<file path="src/rtl/pipe_addsub_pkg.sv">
// Shared definitions for the pipelined add/subtract unit: op encodings,
// the NZCV flag bundle and the initial carry selection.
package pipe_addsub_pkg;

  localparam logic [1:0] OP_ADD = 2'b00;
  localparam logic [1:0] OP_SUB = 2'b01;
  localparam logic [1:0] OP_ADC = 2'b10;
  localparam logic [1:0] OP_SBC = 2'b11;

  typedef struct packed {
    logic n;
    logic z;
    logic c;
    logic v;
  } flags_t;

  // SUB forms A + ~B + 1; the carry ops take the caller's carry instead.
  function automatic logic carry_in0(input logic [1:0] op, input logic cin);
    case (op)
      OP_ADD:  return 1'b0;
      OP_SUB:  return 1'b1;
      default: return cin;
    endcase
  endfunction

endpackage

</file>
<file path="src/rtl/full_adder.sv">
// One-bit full adder cell, the building block of the ripple slices.
module full_adder (
  input  logic a,
  input  logic b,
  input  logic ci,
  output logic s,
  output logic co
);

  assign s  = a ^ b ^ ci;
  assign co = (a & b) | (ci & (a ^ b));

endmodule

</file>
<file path="src/rtl/pipe_addsub_slice.sv">
// SW-bit ripple adder slice built from full_adder cells; also exposes the
// carry into its top bit so the final slice can form signed overflow.
module addsub_slice #(
  parameter int SW = 16
) (
  input  logic [SW-1:0] a,
  input  logic [SW-1:0] b,
  input  logic          cin,
  output logic [SW-1:0] sum,
  output logic          cout,
  output logic          msb_cin
);

  logic [SW:0] c;

  assign c[0] = cin;

  for (genvar i = 0; i < SW; i++) begin : g_bit
    full_adder u_fa (
      .a  (a[i]),
      .b  (b[i]),
      .ci (c[i]),
      .s  (sum[i]),
      .co (c[i+1])
    );
  end

  assign cout    = c[SW];
  assign msb_cin = c[SW-1];

endmodule

</file>
<file path="src/rtl/pipe_addsub.sv">
// Pipelined add/subtract unit with NZCV flags and valid/ready on both sides.
// Define PIPE_ADDSUB_SAT_EN to add the 'sat' input and signed-saturation clamp.
module pipe_addsub
  import pipe_addsub_pkg::*;
#(
  parameter int WIDTH  = 32,
  parameter int STAGES = 2
) (
  input  logic             clk,
  input  logic             rst_n,
  input  logic             in_valid,
  output logic             in_ready,
  input  logic [WIDTH-1:0] a,
  input  logic [WIDTH-1:0] b,
  input  logic [1:0]       op,
  input  logic             cin,
`ifdef PIPE_ADDSUB_SAT_EN
  input  logic             sat,
`endif
  output logic             out_valid,
  input  logic             out_ready,
  output logic [WIDTH-1:0] sum,
  output logic             flag_n,
  output logic             flag_z,
  output logic             flag_c,
  output logic             flag_v
);

  localparam int SW = WIDTH / STAGES;

  if (WIDTH < 2 || STAGES < 1 || STAGES > WIDTH || (WIDTH % STAGES) != 0) begin : g_bad_cfg
    $error("pipe_addsub: need WIDTH >= 2, 1 <= STAGES <= WIDTH, WIDTH %% STAGES == 0");
  end

  // Per-stage register contents, exported so the next stage can read them.
  logic [STAGES-1:0] vv, cv, msbcv, ld;
  logic [WIDTH-1:0]  av [STAGES];
  logic [WIDTH-1:0]  bv [STAGES];
  logic [WIDTH-1:0]  sv [STAGES];
  logic [1:0]        opv [STAGES];
`ifdef PIPE_ADDSUB_SAT_EN
  logic [STAGES-1:0] satv;
`endif

  // A stage may load when it is empty or its occupant is leaving this cycle.
  always_comb begin
    // NOTE: every combinational output gets a default first so no latch is inferred.
    ld = '0;
    ld[STAGES-1] = !vv[STAGES-1] || out_ready;
    for (int k = STAGES - 2; k >= 0; k--) ld[k] = !vv[k] || ld[k+1];
  end

  assign in_ready = ld[0];

  for (genvar k = 0; k < STAGES; k++) begin : g_stage
    logic             v_in, c_in, cout, msb_cin;
    logic [WIDTH-1:0] a_in, b_in, sum_in, sum_nxt;
    logic [1:0]       op_in;
    logic [SW-1:0]    xb_chunk, sum_chunk;
    logic             v_q, c_q, msbc_q;
    logic [WIDTH-1:0] a_q, b_q, sum_q;
    logic [1:0]       op_q;
`ifdef PIPE_ADDSUB_SAT_EN
    logic             sat_in, sat_q;
`endif

    if (k == 0) begin : g_head
      assign v_in   = in_valid;
      assign a_in   = a;
      assign b_in   = b;
      assign op_in  = op;
      assign c_in   = carry_in0(op, cin);
      assign sum_in = '0;
`ifdef PIPE_ADDSUB_SAT_EN
      assign sat_in = sat;
`endif
    end else begin : g_body
      assign v_in   = vv[k-1];
      assign a_in   = av[k-1];
      assign b_in   = bv[k-1];
      assign op_in  = opv[k-1];
      assign c_in   = cv[k-1];
      assign sum_in = sv[k-1];
`ifdef PIPE_ADDSUB_SAT_EN
      assign sat_in = satv[k-1];
`endif
    end

    assign xb_chunk = op_in[0] ? ~b_in[k*SW +: SW] : b_in[k*SW +: SW];

    addsub_slice #(.SW(SW)) u_slice (
      .a       (a_in[k*SW +: SW]),
      .b       (xb_chunk),
      .cin     (c_in),
      .sum     (sum_chunk),
      .cout    (cout),
      .msb_cin (msb_cin)
    );

    always_comb begin
      sum_nxt = sum_in;
      sum_nxt[k*SW +: SW] = sum_chunk;
    end

    // NOTE: datapath registers are reset as well, so sum and flags read 0 out of reset.
    always_ff @(posedge clk or negedge rst_n) begin
      if (!rst_n) begin
        // NOTE: sequential state is updated with non-blocking assignments only.
        v_q    <= 1'b0;
        a_q    <= '0;
        b_q    <= '0;
        sum_q  <= '0;
        op_q   <= '0;
        c_q    <= 1'b0;
        msbc_q <= 1'b0;
`ifdef PIPE_ADDSUB_SAT_EN
        sat_q  <= 1'b0;
`endif
      end else if (ld[k]) begin
        v_q <= v_in;
        // Payload only moves with a real transaction so a stalled result stays put.
        if (v_in) begin
          a_q    <= a_in;
          b_q    <= b_in;
          sum_q  <= sum_nxt;
          op_q   <= op_in;
          c_q    <= cout;
          msbc_q <= msb_cin;
`ifdef PIPE_ADDSUB_SAT_EN
          sat_q  <= sat_in;
`endif
        end
      end
    end

    assign vv[k]    = v_q;
    assign av[k]    = a_q;
    assign bv[k]    = b_q;
    assign sv[k]    = sum_q;
    assign opv[k]   = op_q;
    assign cv[k]    = c_q;
    assign msbcv[k] = msbc_q;
`ifdef PIPE_ADDSUB_SAT_EN
    assign satv[k]  = sat_q;
`endif
  end

  logic [WIDTH-1:0] res;
  flags_t           fl;

  // Flags come straight from the last stage; they read 0 while it is empty.
  always_comb begin
    res  = sv[STAGES-1];
    fl   = '0;
    fl.c = cv[STAGES-1];
    fl.v = msbcv[STAGES-1] ^ cv[STAGES-1];
`ifdef PIPE_ADDSUB_SAT_EN
    if (satv[STAGES-1] && fl.v)
      res = av[STAGES-1][WIDTH-1] ? {1'b1, {(WIDTH-1){1'b0}}} : {1'b0, {(WIDTH-1){1'b1}}};
`endif
    fl.n = res[WIDTH-1];
    fl.z = (res == '0);
    if (!vv[STAGES-1]) fl = '0;
  end

  assign out_valid = vv[STAGES-1];
  assign sum       = res;
  assign flag_n    = fl.n;
  assign flag_z    = fl.z;
  assign flag_c    = fl.c;
  assign flag_v    = fl.v;

  // The last stage's operands and op have no consumer downstream.
  logic unused_bits;
  assign unused_bits = ^{av[STAGES-1], bv[STAGES-1], opv[STAGES-1], msbcv};

endmodule
</file>
<file path="config.mk">
export PLATFORM = sky130hd
export DESIGN_NAME = pipe_addsub
export DESIGN_NICKNAME = d
export VERILOG_FILES = /design/src/rtl/pipe_addsub_pkg.sv /design/src/rtl/full_adder.sv /design/src/rtl/pipe_addsub_slice.sv /design/src/rtl/pipe_addsub.sv
export SDC_FILE = /design/constraint.sdc
export NUM_CORES = 1
export LEC_CHECK = 0
export ABC_AREA = 0
export ABC_CLOCK_PERIOD_IN_PS = 12590
export BUFFER_PORTS_ARGS = -buffer_cell sky130_fd_sc_hd__buf_2
export CAP_MARGIN = 20
export CORE_UTILIZATION = 58
export DETAILED_ROUTE_END_ITERATION = 12
export PLACE_DENSITY = 0.84
export REMOVE_ABC_BUFFERS = 1
export SLEW_MARGIN = 10
export SYNTH_ARGS = -nofsm -noshare
export SYNTH_HDL_FRONTEND = slang
export SYNTH_HIERARCHICAL = 1
export SYNTH_SLANG_ARGS = --single-unit
</file>
<file path="constraint.sdc">
create_clock -name clk -period 12.59 [get_ports clk]
set_input_delay 1.259 -clock clk [delete_from_list [all_inputs] [get_ports clk]]
set_output_delay 1.259 -clock clk [all_outputs]
set_load 0.01 [all_outputs]
</file>
; ---- Yosys cells after proc, flatten, opt, wreduce, memory -nomap -nowiden
; Index checks and enable logic that the tools add are counted.
[totals]
reg_bits = 118
inputBits = 71
[classes]
eq_ne = 1
muxes = 4
bitwise = 163
n_reduce_logical = 8
[ops]
columns = operator, count
row1 = XOR 1 bit, 65
row2 = AND 1 bit, 64
row3 = logical NOT 32 bit, 1
row4 = 2-to-1 mux 16 bit, 2
row5 = inverter 16 bit, 2
row6 = bitwise OR 1 bit, 32
row7 = 2-to-1 mux 4 bit, 1
row8 = AND reduction 2 bit, 2
row9 = "== test 2 x 1 -> 1 bit, second input constant", 1
row10 = logical NOT 1 bit, 2
row11 = logical NOT 2 bit, 1
row12 = logical OR 1 bit, 2
row13 = one-hot mux 1 bit (2 select lines), 1

; ---- Longest topological paths before layout
[depth]
word_depth = 35
mapped_depth = 20
ltp_nobuf = 18

; ---- By module
; Netlist, hierarchy kept.
[modules_own_cells]
columns = mod, instances, cells_each, area_per_inst_um2
row1 = pipe_addsub, 1, 237, 3913.8
row2 = full_adder, 32, 1, 20.0

; ---- Least setup slack after synthesis
; No wires, ideal clock.
[synth_timing]
path_type = input port to flip-flop
start = in op[0]
end = reg g_stage[0].sum_q[15]
arrival_time_ns = 8.071
path_slack_ns = 4.394
stages = 19
path_buffers = 1
cell_sequence = buf_2 > mux2_2 > fa_1 > fa_1 > fa_1 > fa_1 > fa_1 > fa_1 > fa_1 > fa_1 > fa_1 > fa_1 > fa_1 > fa_1 > fa_1 > fa_1 > fa_1 > fa_1 > mux2_4
[synth_via]
elab_chain_cells = 33
elab_cells_between_ends = 66
[synth_lines]
columns = item, line
row1 = "start, declared", pipe_addsub.sv:15  ; input logic [1:0] op,
row2 = == test 2 x 1 -> 1 bit or logical NOT 2 bit (tied branches), pipe_addsub_pkg.sv:19  ; case (op)
row3 = one-hot mux 1 bit (2 select lines) (*), pipe_addsub_pkg.sv:19
row4 = net g_stage[0].c_in, pipe_addsub.sv:56  ; logic v_in, c_in, cout, msb_cin;
row5 = AND 1 bit (*), full_adder.sv:11  ; assign co = (a & b) | (ci & (a ^ b));
row6 = bitwise OR 1 bit (*), full_adder.sv:11
row7 = net g_stage[0].u_slice.c[1], pipe_addsub_slice.sv:14  ; logic [SW:0] c;
row8 = AND 1 bit (*), full_adder.sv:11
row9 = bitwise OR 1 bit (*), full_adder.sv:11
row10 = net g_stage[0].u_slice.c[2], pipe_addsub_slice.sv:14
row11 = [... 2 more ...], n/a
row12 = net g_stage[0].u_slice.c[3], pipe_addsub_slice.sv:14
row13 = [... 2 more ...], n/a
row14 = net g_stage[0].u_slice.c[4], pipe_addsub_slice.sv:14
row15 = [... 2 more ...], n/a
row16 = net g_stage[0].u_slice.c[5], pipe_addsub_slice.sv:14
row17 = [... 2 more ...], n/a
row18 = net g_stage[0].u_slice.c[6], pipe_addsub_slice.sv:14
row19 = [... 2 more ...], n/a
row20 = net g_stage[0].u_slice.c[7], pipe_addsub_slice.sv:14
row21 = [... 2 more ...], n/a
row22 = net g_stage[0].u_slice.c[8], pipe_addsub_slice.sv:14
row23 = [... 2 more ...], n/a
row24 = net g_stage[0].u_slice.c[9], pipe_addsub_slice.sv:14
row25 = [... 2 more ...], n/a
row26 = net g_stage[0].u_slice.c[10], pipe_addsub_slice.sv:14
row27 = [... 2 more ...], n/a
row28 = net g_stage[0].u_slice.c[11], pipe_addsub_slice.sv:14
row29 = [... 2 more ...], n/a
row30 = net g_stage[0].u_slice.c[12], pipe_addsub_slice.sv:14
row31 = [... 2 more ...], n/a
row32 = net g_stage[0].u_slice.c[13], pipe_addsub_slice.sv:14
row33 = AND 1 bit (*), full_adder.sv:11
row34 = bitwise OR 1 bit (*), full_adder.sv:11
row35 = net g_stage[0].u_slice.c[14], pipe_addsub_slice.sv:14
row36 = AND 1 bit (*), full_adder.sv:11
row37 = bitwise OR 1 bit (*), full_adder.sv:11
row38 = net g_stage[0].msb_cin, pipe_addsub.sv:56
row39 = XOR 1 bit (*), full_adder.sv:10  ; assign s = a ^ b ^ ci;
row40 = net g_stage[0].sum_chunk[15], pipe_addsub.sv:59  ; logic [SW-1:0] xb_chunk, sum_chunk;
row41 = "end signal, assigned", pipe_addsub.sv:125  ; sum_q <= sum_nxt;
row42 = "end, declared", pipe_addsub.sv:61  ; logic [WIDTH-1:0] a_q, b_q, sum_q;
; Mark *: on every way through the listed nets, which the timed path passes. The rest lies on a longest branch.
; A chain may end at the register's enable or synchronous reset.

; ---- Final worst setup path
[layout_timing]
start = in op[0]
end = reg g_stage[0].sum_q[15]
[layout_via]
elab_chain_cells = 33
elab_cells_between_ends = 66
[layout_lines]
columns = item, line
row1 = 2-to-1 mux 16 bit (*), pipe_addsub.sv:89  ; assign xb_chunk = op_in[0] ? ~b_in[k*SW +: SW] : b_in[k*SW +: SW];
row2 = net g_stage[0].xb_chunk[0], pipe_addsub.sv:59
row3 = XOR 1 bit, full_adder.sv:11
row4 = AND 1 bit, full_adder.sv:11
row5 = bitwise OR 1 bit (*), full_adder.sv:11
row6 = net g_stage[0].u_slice.c[1], pipe_addsub_slice.sv:14
row7 = AND 1 bit (*), full_adder.sv:11
row8 = bitwise OR 1 bit (*), full_adder.sv:11
row9 = net g_stage[0].u_slice.c[2], pipe_addsub_slice.sv:14
row10 = [... 2 more ...], n/a
row11 = net g_stage[0].u_slice.c[3], pipe_addsub_slice.sv:14
row12 = [... 2 more ...], n/a
row13 = net g_stage[0].u_slice.c[4], pipe_addsub_slice.sv:14
row14 = [... 2 more ...], n/a
row15 = net g_stage[0].u_slice.c[5], pipe_addsub_slice.sv:14
row16 = [... 2 more ...], n/a
row17 = net g_stage[0].u_slice.c[6], pipe_addsub_slice.sv:14
row18 = [... 2 more ...], n/a
row19 = net g_stage[0].u_slice.c[7], pipe_addsub_slice.sv:14
row20 = [... 2 more ...], n/a
row21 = net g_stage[0].u_slice.c[8], pipe_addsub_slice.sv:14
row22 = [... 2 more ...], n/a
row23 = net g_stage[0].u_slice.c[9], pipe_addsub_slice.sv:14
row24 = [... 2 more ...], n/a
row25 = net g_stage[0].u_slice.c[10], pipe_addsub_slice.sv:14
row26 = [... 2 more ...], n/a
row27 = net g_stage[0].u_slice.c[11], pipe_addsub_slice.sv:14
row28 = [... 2 more ...], n/a
row29 = net g_stage[0].u_slice.c[12], pipe_addsub_slice.sv:14
row30 = [... 2 more ...], n/a
row31 = net g_stage[0].u_slice.c[13], pipe_addsub_slice.sv:14
row32 = AND 1 bit (*), full_adder.sv:11
row33 = bitwise OR 1 bit (*), full_adder.sv:11
row34 = net g_stage[0].u_slice.c[14], pipe_addsub_slice.sv:14
row35 = AND 1 bit (*), full_adder.sv:11
row36 = bitwise OR 1 bit (*), full_adder.sv:11
row37 = net g_stage[0].msb_cin, pipe_addsub.sv:56
row38 = XOR 1 bit (*), full_adder.sv:10
row39 = net g_stage[0].sum_chunk[15], pipe_addsub.sv:59
; Marked as above.

==> run summary <==
outcome = finished, final reports clean
Seq pwr share = 0.448
largest net degree at the start of global routing = 87
CP endpoint kind = flop
RSZ-0062 raised after global routing = no
die width = 90.6 um
Startpoint Class = input pin
max cap viols = 0
Setup Buffers After CTS = 0
share of cells above drive strength 1 = 0.561
P_int = 671 uW
post-route DRC violation count = 0
wire per inst = 16.4 um
power per cell area = 186 nW/um^2
clock sinks = 86
crit path DAT = 8.42 ns
sequential share of the synthesized area = 0.473
Die Area = 8210 um^2
final core utilization = 0.715
antenna-violating nets left = 0
worst-path maximum fanout = 18
wl on met1 = 3330 um
min Tclk post-route = 8.19 ns
gate count of the mapped netlist = 269
Fill cells = 516
Fin. Hold Viols = 0
Most Frequent Cell on Critical Path = fa_1
antenna violations before repair = 0
core area = 7410 um^2
vias in the first global route = 2586
first-pass GRT wire length = 13100 um
Root Driver = clkbuf_8
die height = 90.6 um
worst hold slack = 0.510 ns
clock power share = 0.197
Initial DRC Count = 52
Critical Path Max Stage Delay = 0.43 ns
DR vias = 2474
clock tree from TritonCTS = done
register bit total from synthesis = 86
I/O pin count = 109
Top Metal Used = met4
Final Cycle Share = 0.651
Synth cell types = 23
EDFF count, synth = 0
Hold Crit Class = flop to flop
Worst-path clk slew = 0.09 ns
first-pass detailed-route iteration total = 4
WP data required = 12.82 ns
Cell Area, Synth = 4550 um^2
H-tree Lvls = 3
CTS Buf Count = 9
Leak Pwr = 0.00254 uW
GPL Wtd Cong = 0.729
Crit-path slowest cell = fa_1
clock buffer depth = 2
n_diodes = 0
met2 WL = 4070 um
pins over their slew limit = 0
via/cell ratio = 5.13
Post-Syn Area per Cell = 16.9 um^2
slew of the pin with the lowest slew margin = 0.560 ns
Sw Ratio = 0.320
met3 WL = 370 um
HPWL after detailed placement = 5780 um
setup total negative slack = 0 ns
Combinational Power Share = 0.355
setup slack, reg-to-reg = 5.06 ns
Site Rows = 31
Yosys Warn Count = 6
worst-path cell chain = buf_2, xor2_1, fa_1, fa_1, fa_1, fa_1, fa_1, fa_1, fa_1, fa_1, fa_1, fa_1, fa_1, fa_1, fa_1, fa_1, fa_1, fa_1, mux2_4
Relative slew margins = 0.627
Final nets = 481
cell count after placement = 465
grt ovf = 0
Hold-fix buffers, CTS = 0
synthesis-to-finish area growth = 16.3%
ys async rst share = 1.00
Final Non-Filler Cells = 482
worst skew pair latency = 0.34 ns
sw power = 315 uW
final setup fails = 0
Initial Util = 0.615
Post-synth top flop = dfrtp_1
kind of critical path = input pin to flop
final clock skew = 0.0138 ns
Post-Route WL = 7900 um
fmax = 122 MHz
total track usage = 0.208
port bufs = 108
Max VDD drop = 0.103 mV
PostCTS Resize Cnt = 0
path summary, 6_finish.rpt:
check | depth (start not counted) | start | to
worst max-delay path | 19 | op[0] | g_stage[0].sum_q[15]
min in group asynchronous | 1 | rst_n | g_stage[0].b_q[30]
max in group asynchronous | 2 | rst_n | g_stage[0].a_q[17]
worst max register to register | 18 | g_stage[0].op_q[0] | sum[31]
worst min register to register | 1 | g_stage[0].sum_q[2] | sum[2]
worst min-delay path | 1 | g_stage[0].sum_q[2] | sum[2]
worst max-delay path: cells and delay by family:
kind | cells | cell delay [ns]
XOR/XNOR | 1 | 0.17
adder cells (fa/ha/maj) | 16 | 6.31
buffers and inverters | 1 | 0.41
multiplexers | 1 | 0.27
cells in the mapped netlist (all sizes together), types with 2 or more instances:
library cell   n  area share
mux2          85        0.25
xor2          33       0.063
nand2          2      0.0069
nand4          2      0.0027
nand2b         2      0.0033
dfrtp         86        0.47
buf           12       0.035
nor4           6      0.0082
and2           3      0.0047
fa            32        0.14
cells in the final DEF, fill, tap and decap left out, types with 2 or more instances in the layout:
master	synthesis	final
buf_2	2	107
dfrtp_1	86	86
mux2_4	50	50
mux2_2	35	35
xor2_1	33	33
fa_1	32	32
clkbuf_8	0	11
nor4_1	6	6
nand4_1	2	2
and2_2	2	2
clkbuf_1	0	2
buf_4	2	2
kinds of logic (layout without fill, tap and decap cells):
| family | Yosys count | in the layout | synth area share |
|---|---|---|---|
| XOR/XNOR | 33 | 33 | 0.0635 |
| adder cells (fa/ha/maj) | 32 | 32 | 0.141 |
| buffers and inverters | 12 | 126 | 0.0349 |
| flip-flops | 86 | 86 | 0.473 |
| multiplexers | 85 | 85 | 0.251 |
| AND/OR/NAND/NOR | 21 | 21 | 0.0371 |
metrics by stage:
step | area [um^2] | worst slack, ns | power, uW
detailed placement | 5070 | 3.97 | 801
global route | 5300 | 4.20 | 1050
CTS | 5270 | 4.35 | 995
floorplan | 4400 | 4.52 | 660
global placement | 5070 | 4.12 | 782
finish | 5300 | 4.40 | 986
layout make-up:
| cell class | instances | area [um^2] | share of cell area |
|---|---|---|---|
| Timing Repair Buffer | 110 | 578 | 0.109 |
| Multi-Input combinational cell | 171 | 2240 | 0.423 |
| Sequential cell | 86 | 2150 | 0.406 |
| Tap cell | 99 | 124 | 0.0234 |
| Clock buffer | 13 | 159 | 0.0300 |
| Clock inverter | 3 | 42.5 | 0.00803 |
layer usage:
layer,up-vias,track usage
met2,69,0.343
li1,1138,-
met4,0,0.0672
met1,1255,0.272
met5,-,0
met3,12,0.0513
power groups by stage:
stage | registers, uW | clock network [uW] | logic [uW]
after detailed placement | 447 | 0 | 354
after global placement | 440 | 0 | 341
after CTS | 442 | 197 | 356
after floorplan | 456 | 0 | 204
after global routing | 456 | 213 | 385
final | 442 | 194 | 350
flip-flops by register name (all words and copies together), names as in the netlist:
name,flops
g_stage.v_q,1
g_stage.c_q,2
sum,32
g_stage.msbc_q,1
out_valid,1
g_stage.op_q,1
g_stage.sum_q,16
g_stage.b_q,16
g_stage.a_q,16
(Power assumes the default switching activity.)
